### config.mk
export PLATFORM = sky130hd
export DESIGN_NAME = msgpass_rd_window_ctrl_flat
export DESIGN_NICKNAME = d
export VERILOG_FILES = /design/src/rtl/msgpass_rd_window_ctrl_pkg.sv /design/src/rtl/msgpass_rd_window_ctrl_if.sv /design/src/rtl/msgpass_rd_idx_cnt.sv /design/src/rtl/msgpass_rd_window_ctrl.sv /design/src/flat_wrapper.sv
export SDC_FILE = /design/constraint.sdc
export NUM_CORES = 1
export LEC_CHECK = 0
export CAP_MARGIN = 20
export CORE_MARGIN = 4
export CORE_UTILIZATION = 56
export DETAILED_ROUTE_END_ITERATION = 12
export GPL_ROUTABILITY_DRIVEN = 0
export PLACE_DENSITY = 0.85
export SYNTH_ARGS = -nofsm -noshare
export SYNTH_HDL_FRONTEND = slang
export SYNTH_HIERARCHICAL = 1
export SYNTH_SLANG_ARGS = --single-unit
### constraint.sdc
create_clock -name sys_clk -period 5.9 [get_ports sys_clk]
set_input_delay 1.18 -clock sys_clk [delete_from_list [all_inputs] [get_ports sys_clk]]
set_output_delay 1.18 -clock sys_clk [all_outputs]
set_load 0.005 [all_outputs]
### src/rtl/msgpass_rd_window_ctrl_pkg.sv
// Shared configuration for the message-pass read-window sequencer:
// state encoding, window depth, counter widths and memShare DRC defaults.
package msgpass_rd_window_ctrl_pkg;

    localparam int RDWIN_MAX_RD = 32;
    localparam int RDWIN_LEN_W  = $clog2(RDWIN_MAX_RD + 1);
    localparam int RDWIN_IDX_W  = $clog2(RDWIN_MAX_RD);

    // Mirrors of the memShare configuration constants
    localparam int MEMSHARE_DRC_NUM = 2;
    localparam int MEMSHARE_DRC1    = 1;

    typedef enum logic [1:0] {
        ST_IDLE = 2'd0,
        ST_READ = 2'd1,
        ST_END  = 2'd2
    } rdwin_state_t;

endpackage

### src/rtl/msgpass_rd_window_ctrl_if.sv
// Request/response bundle between a window requester (master) and the
// read-window sequencer (slave).
interface msgpass_rd_window_ctrl_if
    import msgpass_rd_window_ctrl_pkg::*;
#(
    parameter int MAX_RD  = RDWIN_MAX_RD,
    parameter int DRC_NUM = MEMSHARE_DRC_NUM
);
    localparam int LEN_W = $clog2(MAX_RD + 1);
    localparam int IDX_W = $clog2(MAX_RD);

    logic               start_i;
    logic [LEN_W-1:0]   rd_len_i;
    logic [MAX_RD-1:0]  drc_mask_i;
    logic               abort_i;

    logic               ready_o;
    logic               buffer_read_begin_o;
    logic               buffer_read_end_o;
    logic [DRC_NUM-1:0] is_drc_o;
    logic               rd_valid_o;
    logic [IDX_W-1:0]   rd_idx_o;
    logic               done_o;
    logic               aborted_o;
    logic               start_drop_o;

    modport master (
        output start_i, rd_len_i, drc_mask_i, abort_i,
        input  ready_o, buffer_read_begin_o, buffer_read_end_o, is_drc_o,
               rd_valid_o, rd_idx_o, done_o, aborted_o, start_drop_o
    );

    modport slave (
        input  start_i, rd_len_i, drc_mask_i, abort_i,
        output ready_o, buffer_read_begin_o, buffer_read_end_o, is_drc_o,
               rd_valid_o, rd_idx_o, done_o, aborted_o, start_drop_o
    );

endinterface

### src/rtl/msgpass_rd_idx_cnt.sv
// Read index counter: loads a saturated window length, steps the index and
// flags the terminal (last) read of the window.
module msgpass_rd_idx_cnt
    import msgpass_rd_window_ctrl_pkg::*;
#(
    parameter int MAX_RD = RDWIN_MAX_RD,
    localparam int LEN_W = $clog2(MAX_RD + 1),
    localparam int IDX_W = $clog2(MAX_RD)
)(
    input  logic             sys_clk,
    input  logic             rst,
    input  logic             load,
    input  logic [LEN_W-1:0] len,
    input  logic             step,
    output logic [IDX_W-1:0] idx_next,
    output logic             last
);

    logic [LEN_W-1:0] len_q;
    logic [LEN_W-1:0] len_sat;
    logic [IDX_W-1:0] idx_q;

    always_comb begin
        len_sat  = (len > LEN_W'(MAX_RD)) ? LEN_W'(MAX_RD) : len;
        idx_next = idx_q;
        if (load) begin
            idx_next = '0;
        end else if (step) begin
            idx_next = idx_q + IDX_W'(1);
        end
    end

    always_ff @(posedge sys_clk or posedge rst) begin
        if (rst) begin
            len_q <= '0;
            idx_q <= '0;
        end else begin
            if (load) begin
                len_q <= len_sat;
            end
            idx_q <= idx_next;
        end
    end

    // Only meaningful while a window is active (len_q >= 1)
    assign last = ((LEN_W'(idx_q) + LEN_W'(1)) == len_q);

endmodule

### src/rtl/msgpass_rd_window_ctrl.sv
// Read-window sequencer feeding the message-pass buffer address generator.
// Optional MSGPASS_RDWIN_BACK2BACK_EN lets a new window start in the END cycle.
module msgpass_rd_window_ctrl
    import msgpass_rd_window_ctrl_pkg::*;
#(
    parameter int MAX_RD   = RDWIN_MAX_RD,
    parameter int DRC_NUM  = MEMSHARE_DRC_NUM,
    parameter int DRC1_IDX = MEMSHARE_DRC1
)(
    input  logic                   sys_clk,
    input  logic                   rst,
    msgpass_rd_window_ctrl_if.slave bus
);

    localparam int IDX_W = $clog2(MAX_RD);

`ifdef MSGPASS_RDWIN_BACK2BACK_EN
    localparam bit BACK2BACK = 1'b1;
`else
    localparam bit BACK2BACK = 1'b0;
`endif

    rdwin_state_t       state, state_next;
    logic [MAX_RD-1:0]  mask_q, mask_next;
    logic [IDX_W-1:0]   idx_next;
    logic               can_start, load, step, last;
    logic               ready_n, end_n, valid_n, done_n, aborted_n, drop_n;
    logic [DRC_NUM-1:0] drc_n;

    msgpass_rd_idx_cnt #(.MAX_RD(MAX_RD)) u_idx_cnt (
        .sys_clk  (sys_clk),
        .rst      (rst),
        .load     (load),
        .len      (bus.rd_len_i),
        .step     (step),
        .idx_next (idx_next),
        .last     (last)
    );

    // Outputs are computed for the next cycle so every port is a flop
    always_comb begin
        state_next = state;
        load       = 1'b0;
        step       = 1'b0;
        end_n      = 1'b0;
        done_n     = 1'b0;
        aborted_n  = 1'b0;
        can_start  = (state == ST_IDLE) || (BACK2BACK && (state == ST_END));
        drop_n     = bus.start_i && !can_start;

        case (state)
            ST_READ: begin
                if (bus.abort_i || last) begin
                    state_next = ST_END;
                    end_n      = 1'b1;
                    done_n     = 1'b1;
                    aborted_n  = bus.abort_i;
                end else begin
                    step = 1'b1;
                end
            end
            default: begin
                state_next = ST_IDLE;
                if (bus.start_i && can_start) begin
                    if (bus.rd_len_i != '0) begin
                        state_next = ST_READ;
                        load       = 1'b1;
                    end else begin
                        done_n = 1'b1;
                    end
                end
            end
        endcase

        mask_next       = load ? bus.drc_mask_i : mask_q;
        valid_n         = (state_next == ST_READ);
        ready_n         = (state_next == ST_IDLE) || (BACK2BACK && (state_next == ST_END));
        drc_n           = '0;
        drc_n[DRC1_IDX] = valid_n && mask_next[idx_next];
    end

    always_ff @(posedge sys_clk or posedge rst) begin
        if (rst) begin
            state                   <= ST_IDLE;
            mask_q                  <= '0;
            bus.ready_o             <= 1'b1;
            bus.buffer_read_begin_o <= 1'b0;
            bus.buffer_read_end_o   <= 1'b0;
            bus.is_drc_o            <= '0;
            bus.rd_valid_o          <= 1'b0;
            bus.rd_idx_o            <= '0;
            bus.done_o              <= 1'b0;
            bus.aborted_o           <= 1'b0;
            bus.start_drop_o        <= 1'b0;
        end else begin
            state                   <= state_next;
            mask_q                  <= mask_next;
            bus.ready_o             <= ready_n;
            bus.buffer_read_begin_o <= load;
            bus.buffer_read_end_o   <= end_n;
            bus.is_drc_o            <= drc_n;
            bus.rd_valid_o          <= valid_n;
            bus.rd_idx_o            <= valid_n ? idx_next : '0;
            bus.done_o              <= done_n;
            bus.aborted_o           <= aborted_n;
            bus.start_drop_o        <= drop_n;
        end
    end

endmodule

### src/flat_wrapper.sv
// flat-port wrapper written by rule: the top's interface ports become plain ports
module msgpass_rd_window_ctrl_flat import msgpass_rd_window_ctrl_pkg::*;
#(
    parameter int MAX_RD   = RDWIN_MAX_RD,
    parameter int DRC_NUM  = MEMSHARE_DRC_NUM,
    parameter int DRC1_IDX = MEMSHARE_DRC1
)
  (sys_clk, rst, bus_start_i, bus_rd_len_i, bus_drc_mask_i, bus_abort_i, bus_ready_o, bus_buffer_read_begin_o, bus_buffer_read_end_o, bus_is_drc_o, bus_rd_valid_o, bus_rd_idx_o, bus_done_o, bus_aborted_o, bus_start_drop_o);
  msgpass_rd_window_ctrl_if #(.MAX_RD(MAX_RD), .DRC_NUM(DRC_NUM)) bus_i ();
  input  logic sys_clk;
  input  logic rst;
  input wire logic [$bits(bus_i.start_i)-1:0] bus_start_i;
  input wire logic [$bits(bus_i.rd_len_i)-1:0] bus_rd_len_i;
  input wire logic [$bits(bus_i.drc_mask_i)-1:0] bus_drc_mask_i;
  input wire logic [$bits(bus_i.abort_i)-1:0] bus_abort_i;
  output wire logic [$bits(bus_i.ready_o)-1:0] bus_ready_o;
  output wire logic [$bits(bus_i.buffer_read_begin_o)-1:0] bus_buffer_read_begin_o;
  output wire logic [$bits(bus_i.buffer_read_end_o)-1:0] bus_buffer_read_end_o;
  output wire logic [$bits(bus_i.is_drc_o)-1:0] bus_is_drc_o;
  output wire logic [$bits(bus_i.rd_valid_o)-1:0] bus_rd_valid_o;
  output wire logic [$bits(bus_i.rd_idx_o)-1:0] bus_rd_idx_o;
  output wire logic [$bits(bus_i.done_o)-1:0] bus_done_o;
  output wire logic [$bits(bus_i.aborted_o)-1:0] bus_aborted_o;
  output wire logic [$bits(bus_i.start_drop_o)-1:0] bus_start_drop_o;
  assign bus_i.start_i = bus_start_i;
  assign bus_i.rd_len_i = bus_rd_len_i;
  assign bus_i.drc_mask_i = bus_drc_mask_i;
  assign bus_i.abort_i = bus_abort_i;
  assign bus_ready_o = bus_i.ready_o;
  assign bus_buffer_read_begin_o = bus_i.buffer_read_begin_o;
  assign bus_buffer_read_end_o = bus_i.buffer_read_end_o;
  assign bus_is_drc_o = bus_i.is_drc_o;
  assign bus_rd_valid_o = bus_i.rd_valid_o;
  assign bus_rd_idx_o = bus_i.rd_idx_o;
  assign bus_done_o = bus_i.done_o;
  assign bus_aborted_o = bus_i.aborted_o;
  assign bus_start_drop_o = bus_i.start_drop_o;
  msgpass_rd_window_ctrl #(.MAX_RD(MAX_RD), .DRC_NUM(DRC_NUM), .DRC1_IDX(DRC1_IDX)) u_core (.sys_clk(sys_clk), .rst(rst), .bus(bus_i));
endmodule
**After elaboration in Yosys (flattened, before gate mapping)**

Index checks and enable logic that the tools add are counted.

- Equality and inequality tests: 3
- Add/sub/neg operators: 2
- Bitwise gates (word level): 0
- Div/mod/pow operators: 0
- Reductions and logical operators: 8
- Muxes and demuxes: 23
- Magnitude comparators: 2
- Multipliers: 0
- Shifts and indexed selects: 0

Operators by type and width:

| operator | number |
|---|---|
| 32-bit 2-to-1 mux | 1 |
| 5-bit 2-to-1 mux | 3 |
| 1-bit 2-to-1 mux | 14 |
| 5-bit by 1-bit adder with 6-bit output (second input constant) | 1 |
| 6-bit equality test | 1 |
| 6-bit greater-than comparator (second input constant) | 1 |
| 5-bit by 6-bit < comparator with 1-bit output (second input constant) | 1 |
| 2-bit 2-to-1 mux | 3 |
| 6-bit 2-to-1 mux | 1 |
| 6-bit nonzero test | 1 |
| 5-bit by 1-bit adder with 5-bit output (second input constant) | 1 |
| 1-bit binary-select mux with 5-bit select | 1 |
| 2-bit by 1-bit equality test with 1-bit output (second input constant) | 2 |
| 2-bit logical NOT | 2 |
| 1-bit logical AND | 3 |
| 1-bit logical NOT | 1 |
| 1-bit logical OR | 1 |

- Flip-flop bits (word level): 58
- Input port bits: 42
- Memories: 0
- Memory bits (writable): 0
- Bits in latches: 0
- Memory bits (read-only): 0
- Output and inout port bits: 14
- Word-level logic and storage cells: 51

**Longest topological paths before layout**

Gate-level depths: netlist (run 1).

- Depth in word-level cells: 10
- Depth in mapped cells: 17
- Gate-level depth less buffers: 15

**Cells and area by module**

Netlist (run 1), hierarchy kept.

By module, submodules not included:

| module | times used | area an instance (sq um) | cells an instance | seq. area each (sq um) |
|---|---|---|---|---|
| msgpass_rd_window_ctrl | 1 | 2336.0 | 179 | 1177.4 |
| msgpass_rd_idx_cnt | 1 | 616.8 | 65 | 275.3 |

**Least setup slack after synthesis (run 1)**

Ideal clock, no wire load.

- Path kind: input-to-reg
- From: input port bus_start_i
- To: register u_core.bus.is_drc_o[1]
- Cell stages on the path: 16
- Setup time: 0.125 ns
- Data required time: 5.775 ns
- Setup slack: 2.056 ns
- Arrival: 3.719 ns
- Path buffers: 7
- Path through: nor3b_2 a21boi_2 buf_6 buf_8 buf_2 clkbuf_1 clkbuf_1 nor2_1 buf_4 buf_6 mux2i_1 nor2_1 a311o_1 a211oi_2 o2bb2ai_1 o22ai_1

- Longest elaborated chain between the ends: 7
- Elaborated cells on any way between the ends: 11
- Those cells by class: eq/ne: 1; mux: 8; reduce/logical: 2

Ends and longest elaborated chain:

| item | line | text |
|---|---|---|
| start, declared | flat_wrapper.sv:12 | `input wire logic [$bits(bus_i.start_i)-1:0] bus_start_i;` |
| 1-bit logical AND | msgpass_rd_window_ctrl.sv:64 | `if (bus.start_i && can_start) begin` |
| 1-bit 2-to-1 mux | msgpass_rd_window_ctrl.sv:64 |  |
| 1-bit 2-to-1 mux | msgpass_rd_window_ctrl.sv:51 | `case (state)` |
| net u_core.load | msgpass_rd_window_ctrl.sv:26 | `logic can_start, load, step, last;` |
| 5-bit 2-to-1 mux | msgpass_rd_idx_cnt.sv:26 | `if (load) begin` |
| net u_core.idx_next[0] | msgpass_rd_window_ctrl.sv:25 | `logic [IDX_W-1:0] idx_next;` |
| 1-bit binary-select mux with 5-bit select | msgpass_rd_window_ctrl.sv:79 | `drc_n[DRC1_IDX] = valid_n && mask_next[idx_next];` |
| 1-bit 2-to-1 mux (implied by the code) | msgpass_rd_window_ctrl.sv:79 |  |
| 1-bit logical AND | msgpass_rd_window_ctrl.sv:79 |  |
| net u_core.drc_n[1] | msgpass_rd_window_ctrl.sv:28 | `logic [DRC_NUM-1:0] drc_n;` |
| end signal, assigned | msgpass_rd_window_ctrl.sv:101 | `bus.is_drc_o <= drc_n;` |
| end, declared | msgpass_rd_window_ctrl_if.sv:35 | `output ready_o, buffer_read_begin_o, buffer_read_end_o, is_drc_o,` |

The timed path passes the listed nets, and every way through them passes these cells. The select of a mux whose other input is x is not followed.
A chain may end at the register's enable or synchronous reset.

**Final worst setup path (run 1)**

- From: input port bus_abort_i
- To: register u_core.bus.is_drc_o[1]

- Longest elaborated chain between the ends: 8
- Elaborated cells on any way between the ends: 11
- Those cells by class: eq/ne: 1; mux: 8; reduce/logical: 2

Ends and longest elaborated chain:

| item | line | text |
|---|---|---|
| start, declared | flat_wrapper.sv:15 | `input wire logic [$bits(bus_i.abort_i)-1:0] bus_abort_i;` |
| 1-bit logical OR | msgpass_rd_window_ctrl.sv:53 | `if (bus.abort_i \|\| last) begin` |
| 1-bit 2-to-1 mux | msgpass_rd_window_ctrl.sv:53 |  |
| 1-bit 2-to-1 mux | msgpass_rd_window_ctrl.sv:51 |  |
| net u_core.step | msgpass_rd_window_ctrl.sv:26 |  |
| 5-bit 2-to-1 mux | msgpass_rd_idx_cnt.sv:28 | `end else if (step) begin` |
| 5-bit 2-to-1 mux | msgpass_rd_idx_cnt.sv:26 |  |
| net u_core.idx_next[0] | msgpass_rd_window_ctrl.sv:25 |  |
| 1-bit binary-select mux with 5-bit select | msgpass_rd_window_ctrl.sv:79 |  |
| 1-bit 2-to-1 mux (implied by the code) | msgpass_rd_window_ctrl.sv:79 |  |
| 1-bit logical AND | msgpass_rd_window_ctrl.sv:79 |  |
| net u_core.drc_n[1] | msgpass_rd_window_ctrl.sv:28 |  |

The timed path passes the listed nets, and every way through them passes these cells. The select of a mux whose other input is x is not followed.

==> out/metrics.cfg, run 1 <==
[outcome]
status = finished clean

[floorplan]
initial_utilization = 0.578
die-width_um = 80.6
rows = 26
top_level_ports = 56
die_h_um = 80.6
dieArea_um2 = 6500
coreArea_um2 = 5110

[cells_and_area]
multi_input_area_um2 = 1360
num_antenna_cells = 0
seq_area_um2 = 1450
final_layout_size_suffix_gt1_frac = 0.237
syn_to_final_growth_pct = 25.0
fin_nets = 338
final.fill_count = 386

[pwr]
finalPower_w = 0.00173
p_leak_nw = 1.51
power.density_nw_per_um2 = 470
ir_worst_vdd_uv = 237

[global_routing]
grt_pass1_vias = 2097
antenna_found_initial = 0
grt_pass1_wl_um = 9510
grt_start_max_net_pins = 48
grt.total_usage = 0.198
grt-ovfl-total = 0

[logic_synthesis]
syn_nets = 287
syn_area_um2 = 2950
synthFlopType = dfrtp_1
syn-instance-count = 244
synth_edf_count = 0
async_flop_share = 1.00
ys_ff_latch = 58
yosysWarnings = 6
postSynthAreaPerCell_um2 = 12.1
synth_seq_area_share = 0.492
ys_types = 53

[cts]
cts_made_buffers = 9
cts_setup_buffers = 0
insertion_delay_ns = 0.33
tritoncts = done
h-tree-depth = 3
clk_pin_slew_ns = 0.07
clock-root-buffer = clkbuf_8
max-clock-path-buffers = 2
clkSinkCount = 58
cts_resized = 0
holdBufCountCts = 0

[timing]
max_slew.worst_pin.slew_ns = 0.958
finalCritPeriodShare = 0.730
grt_setup_unrepaired = no
period_needed_ns = 4.31
slew_violations = 0
max_freq_mhz = 232
tns_ns = 0
hold_violations = 0
slew_headroom = 0.357
setup_viol = 0
finalClockSkew_ns = 0.00767

[drt]
viasPerCell = 5.62
drc = 0
first_pass_iters = 4
wire_per_inst_um = 15.9
wl_um = 5890
vias = 2081
ant_nets = 0
dr.first_iter.drc_count = 114

[placement]
dpl.hpwl_um = 4220
io_buffer_count = 54

[worst_setup_path]
worstSetupStartpointType = input pin
crit_type = in2reg
cp.required_ns = 6.11
crit_fanout = 19
cp.arrival_ns = 4.52
rr_worst_depth = 15
end_kind = register
r2r_end = u_core/bus.is_drc_o[1]
rrSetupSlack_ns = 1.65
r2r_start = u_core/u_idx_cnt/idx_q[0]

[hold_path]
min_path_cells = 1
hold_class = reg2reg
min_from = u_core/mask_q[12]
min_to = u_core/mask_q[12]

[job]
cap_violations = 0

==> worst max-delay path, cell delays in order <==
cell,delay [ns]
clkdlybuf4s50_1,0.44
nor3_1,0.78
xnor2_1,0.21
nor2_2,0.38
buf_4,0.35
mux4_2,0.53
nor3_1,0.18
nor3_1,0.08
a21oi_1,0.17
a31o_1,0.12
o22ai_1,0.08
==> area by class of cell <==
class | count | share of cell area
inverter | 8 | 0.00813
timing repair buffer | 58 | 0.158
tap | 70 | 0.0237
clock inverter | 6 | 0.0112
multi-input combinational | 160 | 0.368
sequential | 58 | 0.393
clock buffer | 10 | 0.0373
==> state kept, by name, summed over array words and instances (netlist names) <==
signal,count
u_core/u_idx_cnt/len_q,6
u_core/bus.buffer_read_end_o,1
u_core/mask_q,32
u_core/u_idx_cnt/idx_q,5
u_core/bus.rd_valid_o,1
u_core/bus.aborted_o,1
u_core/bus.ready_o,1
u_core/bus.buffer_read_begin_o,1
u_core/state,2
u_core/bus.start_drop_o,1
u_core/bus.rd_idx_o,5
u_core/bus.is_drc_o,1
u_core/bus.done_o,1
==> worst max path at each step <==
stage,start,end,slack (ns),cells past startpoint
after detailed placement,bus_abort_i,u_core/bus.is_drc_o[1],1.30,11
after floorplan,bus_start_i,u_core/bus.is_drc_o[1],2.06,16
after CTS,bus_abort_i,u_core/bus.is_drc_o[1],1.66,11
final,bus_abort_i,u_core/bus.is_drc_o[1],1.59,11
after global routing,u_core/u_idx_cnt/idx_q[0],u_core/bus.is_drc_o[1],1.41,15
after global placement,bus_abort_i,u_core/bus.is_drc_o[1],1.45,11
==> logic make-up (layout without fill, tap and decap cells) <==
family,Yosys count,in the layout,synth area share
and+or+nand+nor,66,66,0.123
DFF,58,58,0.492
muxes,52,52,0.217
AOI/OAI and AO/OA,32,32,0.0881
buffers and inverters,26,82,0.0508
xor gates and xnor gates,8,8,0.0237
adders and majority gates,1,1,0.00424
other,1,1,0.00127
==> layer usage <==
layer | up-vias | wire (um) | part of all wire | GRT usage
met2 | 64 | 2980 | 0.51 | 0.322
met3 | 12 | 340 | 0.058 | 0.0493
met5 | - | 0 | 0 | 0
li1 | 977 | - | - | -
met4 | 0 | 96 | 0.016 | 0.0997
met1 | 1028 | 2470 | 0.42 | 0.244
==> cells in the mapped netlist (all sizes together) (2+ instances only) <==
| master | instances | area, um^2 |
|---|---|---|
| nand2 | 11 | 41.3 |
| dfrtp | 57 | 1430 |
| a222oi | 2 | 20.0 |
| nor3 | 4 | 20.0 |
| mux2 | 35 | 394 |
| nor2 | 16 | 60.1 |
| mux4 | 6 | 135 |
| mux2i | 11 | 110 |
| nor2b | 5 | 31.3 |
| clkbuf | 5 | 18.8 |
| xor2 | 5 | 43.8 |
| a211oi | 2 | 20.0 |
| o211ai | 6 | 45.0 |
| inv | 8 | 30.0 |
| nand3 | 8 | 40.0 |
| o22ai | 6 | 37.5 |
| a21oi | 2 | 10.0 |
| buf | 13 | 101 |
| or3b | 2 | 17.5 |
| a221oi | 2 | 23.8 |
| a31o | 2 | 17.5 |
| or2 | 2 | 12.5 |
| and2 | 6 | 37.5 |
| xnor2 | 3 | 26.3 |
| nand2b | 6 | 37.5 |
| and3 | 2 | 18.8 |
==> cell usage in the layout (no fill, tap or decap), drive strengths merged, types with 2 or more instances in the layout <==
master,instances
xor2,5
mux2,35
a21oi,2
o211ai,6
clkdlybuf4s50,54
clkinv,2
and3,2
inv,9
buf,4
clkbuf,10
nand2,11
mux4,6
mux2i,11
a31o,2
nand2b,6
nor3,4
nor2b,5
o22ai,6
and2,6
or2,2
nor2,16
a211oi,2
xnor2,3
or3b,2
a221oi,2
dfrtp,57
nand3,8
a222oi,2
clkinvlp,3
==> report_power, final <==
part / switching (W) / total, W / internal (W)
combinational: 0.000342 / 0.000749 / 0.000407
clock: 0.000161 / 0.000324 / 0.000163
sequential: 0.0000913 / 0.000661 / 0.000569
total: 0.000595 / 0.00173 / 0.00114
==> stage by stage <==
step	cells	utilization	hold WS, ns	area, um^2	setup slack (ns)
6_report	370	0.723	0.487	3690	1.59
4_1_cts	369	0.719	0.485	3670	1.66
3_5_place_dp	353	0.684	0.468	3490	1.30
5_1_grt	370	0.723	0.512	3690	1.41
3_3_place_gp	353	0.684	0.469	3490	1.45
2_1_floorplan	244	-	0.446	2950	2.06
(Power assumes the default switching activity.)
==> inputs of run 2 (changes only) <==
--- a/config.mk
+++ b/config.mk
@@ -7,10 +7,10 @@
 export LEC_CHECK = 0
 export CAP_MARGIN = 20
 export CORE_MARGIN = 4
-export CORE_UTILIZATION = 56
+export CORE_UTILIZATION = 52
 export DETAILED_ROUTE_END_ITERATION = 12
 export GPL_ROUTABILITY_DRIVEN = 0
-export PLACE_DENSITY = 0.85
+export PLACE_DENSITY = 0.8
 export SYNTH_ARGS = -nofsm -noshare
 export SYNTH_HDL_FRONTEND = slang
 export SYNTH_HIERARCHICAL = 1
==> constraint.sdc (replaced) <==
create_clock -name sys_clk -period 4.3 [get_ports sys_clk]
set_input_delay 0.86 -clock sys_clk [delete_from_list [all_inputs] [get_ports sys_clk]]
set_output_delay 0.86 -clock sys_clk [all_outputs]
set_load 0.005 [all_outputs]
==> run 2 against run 1 <==
- setup slack worse by 1.1 ns
- global-route usage is 3.1 points lower
- clock power is 31% higher
- first-iteration DRC count is 18% lower
- largest cell class unchanged
- power is 35% higher
==> out/metrics.cfg, run 2 (synthesized netlist as in run 1, its figures left out) <==
[cells_and_area]
final_common_cell = dfrtp_1
regMostFlops = u_core/mask_q
most-common-layout-cells = dfrtp_1 (57), clkdlybuf4s50_1 (54), mux2_2 (32), nor2_1 (15)
fin_nets = 340  ; +0.59%
reg_top3 = u_core/mask_q x32, u_core/u_idx_cnt/len_q x6
num_antenna_cells = 0  ; unchanged
final_layout_size_suffix_gt1_frac = 0.232  ; -0.00488
final_area_um2 = 3690  ; about the same
syn_to_final_growth_pct = 25.1  ; about the same
largest_reg_flops = 32  ; unchanged
final.fill_count = 416  ; +7.8%

[cts]
cts_setup_buffers = 0  ; unchanged
clk_pin_slew_ns = 0.06  ; about the same
tritoncts = done
cts_resized = 0  ; unchanged
clkSinkCount = 58  ; unchanged
max-clock-path-buffers = 2  ; unchanged
clock-root-buffer = clkbuf_8
cts_made_buffers = 9  ; unchanged
insertion_delay_ns = 0.33  ; about the same
holdBufCountCts = 0  ; unchanged
h-tree-depth = 3  ; unchanged

[timing]
whs_ns = 0.492  ; +0.00478 ns
slew_headroom = 0.479  ; +0.123
finalClockSkew_ns = 0.00671  ; -0.000959 ns
finalCritPeriodShare = 0.889
hold_violations = 0  ; unchanged
grt_setup_unrepaired = no
max_freq_mhz = 262
slew_violations = 0  ; unchanged
max_slew.worst_pin.slew_ns = 0.775  ; -0.183 ns
period_needed_ns = 3.82
tns_ns = 0  ; unchanged
setup_viol = 0  ; unchanged

[placement]
io_buffer_count = 54  ; unchanged
place_area_um2 = 3510  ; +0.50%
dpl.hpwl_um = 4000  ; -5.3%

[worst_setup_path]
cp.arrival_ns = 4.04  ; -0.48 ns
crit_fanout = 23  ; +4
end_kind = register
crit_type = reg2reg
r2r_start = u_core/u_idx_cnt/idx_q[0]
worstSetupStartpointType = register
cp.required_ns = 4.52  ; -1.59 ns
startpoint = u_core/u_idx_cnt/idx_q[0]

[drt]
viasPerCell = 5.34  ; -5.0%
met2_length_um = 2670  ; -10%
wl_um = 5590  ; -5.1%
ant_nets = 0  ; unchanged
wl_met3_um = 251  ; -26%
dr.first_iter.drc_count = 94  ; -18%
vias = 1999  ; -3.9%
drc = 0  ; unchanged
first_pass_iters = 5  ; +1
wire_per_inst_um = 14.9  ; -6.1%
wl_met1_um = 2560  ; +3.6%
dr.max_layer_used = met4

[floorplan]
dieArea_um2 = 6950  ; +6.9%
die-width_um = 83.4  ; +3.4%
top_level_ports = 56  ; unchanged
initial_utilization = 0.536  ; -0.0419
coreArea_um2 = 5510  ; +7.8%
die_h_um = 83.4  ; +3.4%
rows = 27  ; +3.8%

[outcome]
status = finished clean

[global_routing]
grt_start_max_net_pins = 48  ; unchanged
grt.total_usage = 0.167  ; -0.0310
grt_pass1_wl_um = 9230  ; -3.0%
grt_pass1_vias = 2054  ; -2.1%
antenna_found_initial = 0  ; unchanged
grt-ovfl-total = 0  ; unchanged

[pwr]
p_leak_nw = 1.52  ; +0.86%
power.density_nw_per_um2 = 633  ; +35%
ir_worst_vdd_uv = 356  ; +50%

[job]
cap_violations = 0  ; unchanged

[hold_path]
min_from = u_core/mask_q[12]
hold_class = reg2reg

run 2: report_power, final:
| part | switching [W] | internal [W] | total, W |
|---|---|---|---|
| clock | 0.000202 | 0.000222 | 0.000425 |
| sequential | 0.000119 | 0.000782 | 0.000901 |
| combinational | 0.000447 | 0.000567 | 0.00101 |
run 2: final cells by class:
type	instances	area [um^2]	share of cell area
Tap cell	72	90.1	0.0244
Timing Repair Buffer	60	598	0.162
Sequential cell	58	1450	0.393
Clock buffer	13	149	0.0403
Clock inverter	3	15.0	0.00406
Inverter	8	30.0	0.00813
Multi-Input combinational cell	160	1360	0.368
run 2: final timing paths:
path                       cells past startpoint                      to  slack, ns
max in group asynchronous                      3      u_core/bus.ready_o       2.98
min in group asynchronous                      2         u_core/state[1]       0.78
hold reg to reg                                1       u_core/mask_q[12]       0.49
setup reg to reg                              15  u_core/bus.is_drc_o[1]       0.48
setup / recovery                              15  u_core/bus.is_drc_o[1]       0.48
hold / removal                                 1       u_core/mask_q[12]       0.49
run 2: critical path, stage by stage, from the launching register on:
cell,delay (ns)
dfrtp_1,0.44
ha_1,0.26
nand2b_1,0.17
a21oi_1,0.15
or3b_1,0.14
a221oi_2,0.07
nor3_1,0.66
xnor2_1,0.16
nor2_2,0.23
buf_4,0.34
mux4_2,0.54
nor2_1,0.10
nor2_1,0.06
a21oi_1,0.18
a31o_1,0.13
o22ai_1,0.07
run 2: per-layer routing:
metal | vias up | track usage
li1 | 979 | -
met1 | 970 | 0.209
met2 | 42 | 0.272
met3 | 8 | 0.0407
met4 | 0 | 0.0758
met5 | - | 0
run 2: stage by stage:
stage                     instances  setup slack, ns   util  total power [W]
after floorplan                 244            0.776      -          0.00169
after global placement          357            0.476  0.638          0.00189
after detailed placement        357            0.427  0.638          0.00192
after CTS                       373            0.488  0.667          0.00236
after global routing            374            0.178  0.671          0.00250
final                           374            0.476  0.671          0.00234
==> inputs of run 3 (changes only) <==
--- a/config.mk
+++ b/config.mk
@@ -11,6 +11,7 @@
 export DETAILED_ROUTE_END_ITERATION = 12
 export GPL_ROUTABILITY_DRIVEN = 0
 export PLACE_DENSITY = 0.8
+export SLEW_MARGIN = 20
 export SYNTH_ARGS = -nofsm -noshare
 export SYNTH_HDL_FRONTEND = slang
 export SYNTH_HIERARCHICAL = 1
==> run 3 against run 2 <==
- non-clock buffer count down 1
- first-iteration DRC count up 3.2%
- routed wire length down 1.5%
- sequential cell count unchanged
- via count up 0.25%
- highest routed layer unchanged
- count of clock-buffer cells in the layout unchanged
- setup slack better by 0.011 ns
- fmax up 0.29%
- critical path depth unchanged
- clock power about the same
- global-route usage unchanged
- cell count down 0.27%
==> out/metrics.cfg, run 3 (synthesized netlist as in run 1, its figures left out) <==
[cells_and_area]
num_antenna_cells = 0  ; unchanged
final_layout_size_suffix_gt1_frac = 0.229  ; -0.00255
syn_to_final_growth_pct = 24.5
regMostFlops = u_core/mask_q
reg_top3 = u_core/mask_q x32, u_core/u_idx_cnt/len_q x6
finalNonFillerCells = 373  ; -0.27%
largest_reg_flops = 32  ; unchanged
final_common_cell = dfrtp_1
most-common-layout-cells = dfrtp_1 (57), clkdlybuf4s50_1 (54), mux2_2 (32), nor2_1 (15)
final.fill_count = 419  ; +0.72%
fin_nets = 339  ; -0.29%

[floorplan]
coreArea_um2 = 5510  ; unchanged
rows = 27  ; unchanged
top_level_ports = 56  ; unchanged
dieArea_um2 = 6950  ; unchanged
initial_utilization = 0.536  ; unchanged
die_h_um = 83.4  ; unchanged
die-width_um = 83.4  ; unchanged

[cts]
clk_pin_slew_ns = 0.06  ; about the same
cts_made_buffers = 9  ; unchanged
cts_resized = 0  ; unchanged
holdBufCountCts = 0  ; unchanged
insertion_delay_ns = 0.34  ; about the same
clkSinkCount = 58  ; unchanged
cts_setup_buffers = 0  ; unchanged
h-tree-depth = 3  ; unchanged
clock-root-buffer = clkbuf_8
max-clock-path-buffers = 2  ; unchanged
tritoncts = done

[timing]
whs_ns = 0.491  ; -0.000849 ns
period_needed_ns = 3.81  ; -0.0112 ns
setup_viol = 0  ; unchanged
slew_violations = 0  ; unchanged
hold_violations = 0  ; unchanged
grt_setup_unrepaired = no
finalClockSkew_ns = 0.00663  ; -0.0000806 ns
max_slew.worst_pin.slew_ns = 0.799  ; +0.0240 ns
finalCritPeriodShare = 0.887  ; -0.00261
slew_headroom = 0.467  ; -0.0126
tns_ns = 0  ; unchanged
max_freq_mhz = 262  ; +0.29%

[worst_setup_path]
cp.required_ns = 4.52  ; about the same
crit_fanout = 23  ; unchanged
crit_type = reg2reg
rrSetupSlack_ns = 0.49  ; about the same
worstSetupStartpointType = register
r2r_start = u_core/u_idx_cnt/idx_q[0]
end_kind = register
cp.arrival_ns = 4.03  ; about the same
r2r_end = u_core/bus.is_drc_o[1]
rr_worst_depth = 15  ; unchanged

[global_routing]
grt.total_usage = 0.167  ; unchanged
antenna_found_initial = 0  ; unchanged
grt_start_max_net_pins = 48  ; unchanged
grt-ovfl-total = 0  ; unchanged
grt_pass1_vias = 2054  ; unchanged
grt_pass1_wl_um = 9230  ; unchanged

[placement]
io_buffer_count = 54  ; unchanged
dpl.hpwl_um = 4000  ; unchanged
dp.cells = 357  ; unchanged

[drt]
wl_um = 5510  ; -1.5%
drc = 0  ; unchanged
ant_nets = 0  ; unchanged
first_pass_iters = 5  ; unchanged
viasPerCell = 5.37  ; +0.52%
dr.first_iter.drc_count = 97  ; +3.2%
vias = 2004  ; +0.25%
wire_per_inst_um = 14.8  ; -1.2%

[job]
cap_violations = 0  ; unchanged

[hold_path]
min_path_cells = 1  ; unchanged
min_to = u_core/mask_q[12]
min_from = u_core/mask_q[12]
hold_class = reg2reg

[pwr]
ir_worst_vdd_uv = 356  ; about the same
power.density_nw_per_um2 = 636  ; +0.48%
p_leak_nw = 1.51  ; -0.64%

[outcome]
status = finished clean

run 3: changes by cell type in the layout (fill, tap and decap cells not counted):
cell,change
buf_12,-1
inv_2,-1
clkinv_2,+1
run 3: worst max-delay path by stage:
stage	start	to	slack [ns]	cells past startpoint
CTS	u_core/u_idx_cnt/idx_q[0]	u_core/bus.is_drc_o[1]	0.49	15
global route	u_core/u_idx_cnt/idx_q[0]	u_core/bus.is_drc_o[1]	0.18	15
finish	u_core/u_idx_cnt/idx_q[0]	u_core/bus.is_drc_o[1]	0.49	15
global placement	bus_abort_i	u_core/bus.is_drc_o[1]	0.48	11
detailed placement	bus_abort_i	u_core/bus.is_drc_o[1]	0.43	11
floorplan	bus_start_i	u_core/bus.is_drc_o[1]	0.78	16
run 3: cell type report:
| cell class | count | area [um^2] | share of cell area |
|---|---|---|---|
| inverter | 8 | 31.3 | 0.00851 |
| timing repair buffer | 59 | 578 | 0.157 |
| clock inverter | 3 | 15.0 | 0.00408 |
| multi-input combinational | 160 | 1360 | 0.370 |
| clock buffer | 13 | 149 | 0.0405 |
| tap | 72 | 90.1 | 0.0245 |
| sequential | 58 | 1450 | 0.395 |
run 3: report_power, final:
group          internal (W)  total, W  switching [W]
registers          0.000782  0.000901       0.000120
clock network      0.000222  0.000426       0.000204
logic              0.000565   0.00101       0.000446
run 3: worst max-delay path, cell delays in order, from the launching register on:
cell,delay [ns]
dfrtp_1,0.44
ha_1,0.26
nand2b_1,0.17
a21oi_1,0.15
or3b_1,0.14
a221oi_2,0.07
nor3_1,0.65
xnor2_1,0.16
nor2_2,0.23
buf_4,0.35
mux4_2,0.54
nor2_1,0.11
nor2_1,0.06
a21oi_1,0.17
a31o_1,0.13
o22ai_1,0.08
run 3: per-stage QoR:
stage	utilization	area [um^2]	setup WS [ns]	power [W]
floorplan	-	2950	0.776	0.00169
global placement	0.638	3510	0.476	0.00189
detailed placement	0.638	3510	0.427	0.00192
CTS	0.667	3670	0.488	0.00236
global route	0.668	3680	0.178	0.00250
finish	0.668	3680	0.488	0.00234
run 3: layer usage:
metal	global-route usage	vias up	wire, um
met1	0.209	973	2550
met5	0	-	0
met2	0.272	44	2590
met4	0.0758	0	106
li1	-	979	-
met3	0.0407	8	255
